==> src/rtl/bus_arbiter.sv <==
// Round-robin bus arbiter with IDLE/BUSY/GAP grant sequencing and a muxed shared bus.
// Optional hold-timeout feature enabled by defining BUS_ARBITER_TIMEOUT_EN.
module bus_arbiter #(
    parameter int N        = 4,
    parameter int W        = 8,
    parameter int MAX_HOLD = 15,
    localparam int OW      = (N > 1) ? $clog2(N) : 1
) (
    input  logic           clk,
    input  logic           rst,
    input  logic [N-1:0]   req,
    input  logic [N-1:0]   done,
    input  logic [N*W-1:0] din,
    output logic [N-1:0]   gnt,
    output logic           gnt_valid,
    output logic [OW-1:0]  owner,
    output logic [W-1:0]   bus,
    output logic           timeout
);

    typedef enum logic [1:0] {IDLE, BUSY, GAP} state_t;

    state_t        state, next_state;
    logic [N-1:0]  next_gnt;
    logic [OW-1:0] next_owner, last_owner, next_last;
    logic [OW-1:0] winner, cand;
    logic          found;
    logic          release_now;

`ifdef BUS_ARBITER_TIMEOUT_EN
    localparam int CW = $clog2(MAX_HOLD + 1);
    logic [CW-1:0] hold_cnt, next_cnt;
    logic          next_timeout;
`endif

    // Round-robin search starts one past the previous owner and wraps.
    always_comb begin
        winner = '0;
        found  = 1'b0;
        cand   = '0;
        for (int i = 1; i <= N; i++) begin
            cand = OW'((int'(last_owner) + i) % N);
            if (!found && req[cand]) begin
                winner = cand;
                found  = 1'b1;
            end
        end
    end

    assign release_now = done[owner] | ~req[owner];

    always_comb begin
        next_state = state;
        next_gnt   = gnt;
        next_owner = owner;
        next_last  = last_owner;
`ifdef BUS_ARBITER_TIMEOUT_EN
        next_cnt     = hold_cnt;
        next_timeout = 1'b0;
`endif
        case (state)
            IDLE: begin
                if (found) begin
                    next_state       = BUSY;
                    next_gnt         = '0;
                    next_gnt[winner] = 1'b1;
                    next_owner       = winner;
                    next_last        = winner;
`ifdef BUS_ARBITER_TIMEOUT_EN
                    next_cnt = CW'(1);
`endif
                end
            end
            BUSY: begin
                // A real release wins over the hold limit, so no timeout pulse then.
                if (release_now) begin
                    next_state = GAP;
                    next_gnt   = '0;
                    next_owner = '0;
`ifdef BUS_ARBITER_TIMEOUT_EN
                    next_cnt = '0;
`endif
                end
`ifdef BUS_ARBITER_TIMEOUT_EN
                else if (hold_cnt == CW'(MAX_HOLD)) begin
                    next_state   = GAP;
                    next_gnt     = '0;
                    next_owner   = '0;
                    next_cnt     = '0;
                    next_timeout = 1'b1;
                end else begin
                    next_cnt = hold_cnt + CW'(1);
                end
`endif
            end
            GAP:     next_state = IDLE;
            default: next_state = IDLE;
        endcase
    end

    always_ff @(posedge clk or posedge rst) begin
        if (rst) begin
            state      <= IDLE;
            gnt        <= '0;
            owner      <= '0;
            last_owner <= OW'(N - 1);
        end else begin
            state      <= next_state;
            gnt        <= next_gnt;
            owner      <= next_owner;
            last_owner <= next_last;
        end
    end

`ifdef BUS_ARBITER_TIMEOUT_EN
    always_ff @(posedge clk or posedge rst) begin
        if (rst) begin
            hold_cnt <= '0;
            timeout  <= 1'b0;
        end else begin
            hold_cnt <= next_cnt;
            timeout  <= next_timeout;
        end
    end
`else
    assign timeout = 1'b0;
`endif

    assign gnt_valid = |gnt;
    assign bus       = gnt_valid ? din[owner*W +: W] : '0;

endmodule

==> config.mk <==
export PLATFORM = sky130hd
export DESIGN_NAME = bus_arbiter
export DESIGN_NICKNAME = d
export VERILOG_FILES = /design/src/rtl/bus_arbiter.sv
export SDC_FILE = /design/constraint.sdc
export NUM_CORES = 1
export LEC_CHECK = 0
export BUFFER_PORTS_ARGS = -buffer_cell sky130_fd_sc_hd__buf_2
export CAP_MARGIN = 10
export CELL_PAD_IN_SITES_DETAIL_PLACEMENT = 0
export CELL_PAD_IN_SITES_GLOBAL_PLACEMENT = 1
export CORE_MARGIN = 10
export CORE_UTILIZATION = 28
export CTS_CLUSTER_DIAMETER = 80
export DETAILED_ROUTE_END_ITERATION = 8
export MAX_ROUTING_LAYER = met4
export PLACE_DENSITY_LB_ADDON = 0.1
export SLEW_MARGIN = 20
export SYNTH_ARGS = -nofsm -noshare
export SYNTH_HDL_FRONTEND = slang
export SYNTH_SLANG_ARGS = --single-unit
==> constraint.sdc <==
create_clock -name clk -period 1.95 [get_ports clk]
set_clock_uncertainty 0.05 [all_clocks]
set_input_delay 0.0975 -clock clk [delete_from_list [all_inputs] [get_ports clk]]
set_output_delay 0.0975 -clock clk [all_outputs]
set_load 0.01 [all_outputs]
Word level (Yosys, flattened, before mapping)
Cells that the tools add are included.
W data, S select, Z words.
- register bits: 10
- latch bits: 0
- memory bits (writable): 0
- memory bits (read-only): 0
- output and inout port bits: 16
- memories: 0
- $add $sub $neg: 4
- multiply operators: 0
- divide/modulo/power cells: 0
- order comparisons: 7
- eq/ne operators: 3
- shifts and indexed selects: 1
- multiplexer cells: 32
- bitwise operators: 2
- reduce and logical (&&, ||, !) cells: 13
- operator list (operator ; number):
    $shiftx A32 B6 Y8 ; 1
    $lt A2 B3 Y1 const B ; 6
    $mux W2 ; 8
    $bmux W1 S2 ; 6
    $mux W1 ; 11
    $mux W4 ; 2
    $mux W8 ; 1
    $pmux W2 S2 ; 2
    $pmux W4 S2 ; 1
    $add A2 B1 Y2 const B ; 2
    $add A2 B2 Y2 const B ; 2
    $logic_and A1 B1 Y1 ; 4
    $ne A2 B2 Y1 const B ; 2
    $reduce_and A2 Y1 ; 2
    $reduce_or A4 Y1 ; 1
    $logic_not A1 Y1 ; 3
    $reduce_and A3 Y1 ; 1
    $demux W1 S2 ; 1
    $eq A2 B1 Y1 const B ; 1
    $ge A2 B1 Y1 const B ; 1
    $logic_not A2 Y1 ; 1
    $reduce_bool A2 Y1 ; 1
    $not A1 Y1 ; 1
    $or A1 B1 Y1 ; 1

Logic depth before layout (Yosys ltp)
- depth in word-level cells: 19
- gate-level depth with buffers: 4
- mapped depth without buffers: 4

Worst setup path after synthesis
No wires, ideal clock.
- path kind: reg2out
- start: reg owner[0]
- end: out bus[0]
- data arrival time: 1362 ps
- data required time: 1803 ps
- setup slack: 440 ps
- cell stages (with the launch flop): 4
- buffers on the path: 1
- cell sequence: dfrtp_1 -> buf_2 -> mux4_2 -> nor2b_1
- word-level cells in the longest chain between the ends: 2
- ends and longest elaborated chain (element ; RTL line ; source):
    from (decl) ; 16 ; output logic [OW-1:0] owner,
    from (signal assigned) ; 110 ; owner <= next_owner;
    $shiftx A32 B6 Y8 ; 130 ; assign bus = gnt_valid ? din[owner*W +: W] : '0;
    $mux W8 ; 130 ;
    to (decl) ; 17 ; output logic [W-1:0] bus,
Every way passes these cells.

Worst setup path in the final report
- start: reg owner[0]
- end: out bus[2]
The elaborated chain is that of the path after synthesis.

==> impl_metrics.env <==
export IMPL_status="completed"
export IMPL_syn_inst=73
export IMPL_max_freq_mhz=546
export IMPL_p_leak_nw=0.573
export IMPL_core_area_sq_mm=0.00276
export IMPL_dieArea_sq_mm=0.00541
export IMPL_drive_gt1_share_pct=56.7
export IMPL_ff2ff_setup_slack_ns=0.39
export IMPL_drc=0
export IMPL_power_frac_clock_pct=8.9
export IMPL_clk_pin_slew_ns=0.07
export IMPL_synthSimpleGateAreaFrac_pct=19.9
export IMPL_place_congestion=0.767
export IMPL_cap_viol_max_count=0
export IMPL_grt_max_degree=12
export IMPL_r2r_start="last_owner[0]"
export IMPL_cts_sinks=10
export IMPL_grt_pass1_wl_um=4400
export IMPL_p_per_area_mw_per_mm2=1440
export IMPL_synth_seq_cells=10
export IMPL_die_h_um=73.6
export IMPL_vias_per_cell=4.93
export IMPL_dr_pass1_iters=4
export IMPL_worst_setup_path_end_kind="output port"
export IMPL_syn_area_sq_um=803
export IMPL_hold_violations=0
export IMPL_cts_resized=0
export IMPL_hold_path_class="in -> reg"
export IMPL_yosys_area_share_adder_pct=0
export IMPL_relSlewSlack_pct=62.8
export IMPL_wirelength_um=2790
export IMPL_grt_util_all_layers_pct=10.5
export IMPL_cts_root_buf="clkbuf_4"
export IMPL_ant_nets=0
export IMPL_ys_types=29
export IMPL_nFillCells=299
export IMPL_intPower_mw=0.957
export IMPL_hpwlAfterDp_um=2450
export IMPL_p_comb_share_pct=65.8
export IMPL_syn_to_final_growth_pct=46.6
export IMPL_yosys_warnings=0
export IMPL_synthMuxAreaShare_pct=26.5
export IMPL_synth_fp_nets=115
export IMPL_wl_per_cell_um=16.9
export IMPL_r2r_end="gnt[0]"
export IMPL_ioPinCount=58
export IMPL_power_mw=1.69
export IMPL_cp_start_kind="register"
export IMPL_cts_buffers=3
export IMPL_cts_htree_levels=1
export IMPL_synth_top_family_by_area="multiplexers"
export IMPL_antenna_found_initial=0
export IMPL_route_vias_total=814
export IMPL_cts_setup_buffers=0
export IMPL_critPathLaunch="owner[0]"
export IMPL_gr_total_overflow=0
export IMPL_yosys_area_share_xor_xnor_pct=0
export IMPL_antennaDiodeCount=0
export IMPL_worst_setup_path_type="reg -> out"
export IMPL_rr_worst_depth=4
export IMPL_critical_path_max_fanout=8
export IMPL_clockBufferDepth=2
export IMPL_ys_seq_area_share_pct=31.5
export IMPL_portBuffers=56
export IMPL_finalCritPeriodShare_pct=93.9
export IMPL_start_util_pct=29.1
export IMPL_nets=177
export IMPL_synth_compound_area_share_pct=16.8
export IMPL_cp_endpoint="bus[2]"
export IMPL_setup_viol=0
export IMPL_syn_mean_instance_area_sq_um=11.0
export IMPL_drt_iter0_drc=21
export IMPL_setup_tns_final_ns=0
export IMPL_worst_pin_slew_ns=0.553
export IMPL_net_switching_power_mw=0.736
export IMPL_switching_share_pct=43.5
export IMPL_postCtsHoldBufs=1
export IMPL_die_x_um=73.6
export IMPL_cp_arrival_ns=1.68
export IMPL_rsz0062_at_grt="false"
export IMPL_cp_required_ns=1.80
export IMPL_finalMaxSlewViolations=0
export IMPL_cts_tree="yes"
export IMPL_max_vdd_ir_drop_uv=798
export IMPL_rows=19
export IMPL_seqPwrFrac_pct=25.3
export IMPL_fin_crit_ns=1.83
export IMPL_worstSkewPairLatency_ns=0.27
export IMPL_grt_pass1_vias=875
synthesized netlist by cell type (all sizes together):
cell type / count / area, sq um
mux2i: 1 / 10.0
dfstp: 2 / 52.6
nand2: 2 / 7.51
buf: 2 / 12.5
mux4: 9 / 203
o22a: 1 / 8.76
nor2: 3 / 11.3
conb: 1 / 3.75
a22o: 1 / 8.76
nor4: 2 / 18.8
a21oi: 4 / 20.0
nor2b: 8 / 50.1
and2: 1 / 6.26
clkbuf: 1 / 3.75
inv: 6 / 22.5
a221oi: 1 / 8.76
o2bb2ai: 2 / 17.5
dfrtp: 8 / 200
nand2b: 5 / 31.3
nor3: 1 / 10.0
or2b: 2 / 15.0
a221o: 1 / 10.0
a32o: 2 / 20.0
o211ai: 2 / 15.0
nand3: 2 / 10.0
o21ai: 3 / 26.3
cell type report:
class / count / area [sq um] / share of cell area (%)
Timing Repair Buffer: 60 / 325 / 27.6
Inverter: 6 / 22.5 / 1.91
Multi-Input combinational cell: 54 / 512 / 43.5
Sequential cell: 10 / 253 / 21.5
Clock buffer: 4 / 26.3 / 2.23
Tap cell: 31 / 38.8 / 3.29
worst max-delay path, stage by stage, from the launching register on:
cell and delay [ns]:
dfrtp_1 0.47, buf_12 0.18, mux4_2 0.49, nor2b_1 0.14
buf_2 0.13
placed cells by master, fill, tap and decap left out:
cell type / synthesis / layout
a22o_1: 1 / 1
clkbuf_4: 0 / 3
nand3_1: 2 / 2
nand2b_1: 5 / 5
dfrtp_1: 8 / 8
o21ai_4: 1 / 1
conb_1: 1 / 1
or2b_1: 2 / 2
dfstp_2: 2 / 2
clkbuf_1: 1 / 1
o21ai_0: 2 / 2
nor4_1: 1 / 1
a32o_1: 2 / 2
nor2b_1: 8 / 8
buf_4: 1 / 2
mux4_2: 9 / 9
nor2_1: 3 / 3
o2bb2ai_1: 2 / 2
nor3_2: 1 / 1
mux2i_1: 1 / 1
buf_2: 1 / 56
a221oi_1: 1 / 1
nand2_1: 2 / 2
inv_1: 6 / 6
o211ai_1: 2 / 2
nor4_2: 1 / 1
a21oi_1: 4 / 4
a221o_1: 1 / 1
dlygate4sd3_1: 0 / 1
buf_12: 0 / 1
o22a_1: 1 / 1
and2_1: 1 / 1
stage by stage:
stage          hold slack [ns]  worst slack [ns]  instances  cell area [sq um]  utilization, %
2_1_floorplan           -0.114             0.440         73                803               -
3_3_place_gp            0.0382             0.378        160               1140            41.4
3_5_place_dp            0.0524             0.393        160               1140            41.4
4_1_cts                  0.185            0.0902        165               1180            42.7
5_1_grt                  0.216            0.0286        165               1180            42.7
6_report                 0.185             0.119        165               1180            42.7
flip-flops by register name, indices dropped and copies added, names as in the netlist:
signal      flops
last_owner      2
state           2
owner           2
gnt             4
kinds of logic after synthesis:
logic type | Yosys count
DFF | 10
and+or+nand+nor | 26
AOI/OAI and AO/OA | 17
muxes | 10
other | 1
buffers and inverters | 9
how the worst min path moves through the flow:
stage	from	end	slack (ns)	cells after the start
final	req[3]	owner[1]	0.19	4
after global routing	req[3]	owner[1]	0.22	4
after CTS	req[3]	owner[1]	0.19	4
after detailed placement	rst	state[1]	0.05	2
after global placement	rst	state[1]	0.04	2
after floorplan	rst	gnt[0]	-0.11	1
power groups by stage:
stage	clock, mW	sequential, mW	combinational (mW)
floorplan	0	0.428	0.684
global placement	0	0.429	1.13
detailed placement	0	0.433	1.14
CTS	0.159	0.428	1.15
global route	0.173	0.445	1.24
finish	0.151	0.429	1.11
per-layer routing:
metal / up-vias / GRT usage [%] / share of wire [%]
met1: 391 / 10.7 / 34
li1: 397 / - / -
met2: 24 / 18.9 / 57
met4: 0 / 0.621 / 0.32
met5: - / - / 0
met3: 2 / 4.44 / 7.9
Power figures use the tool's default switching activity.
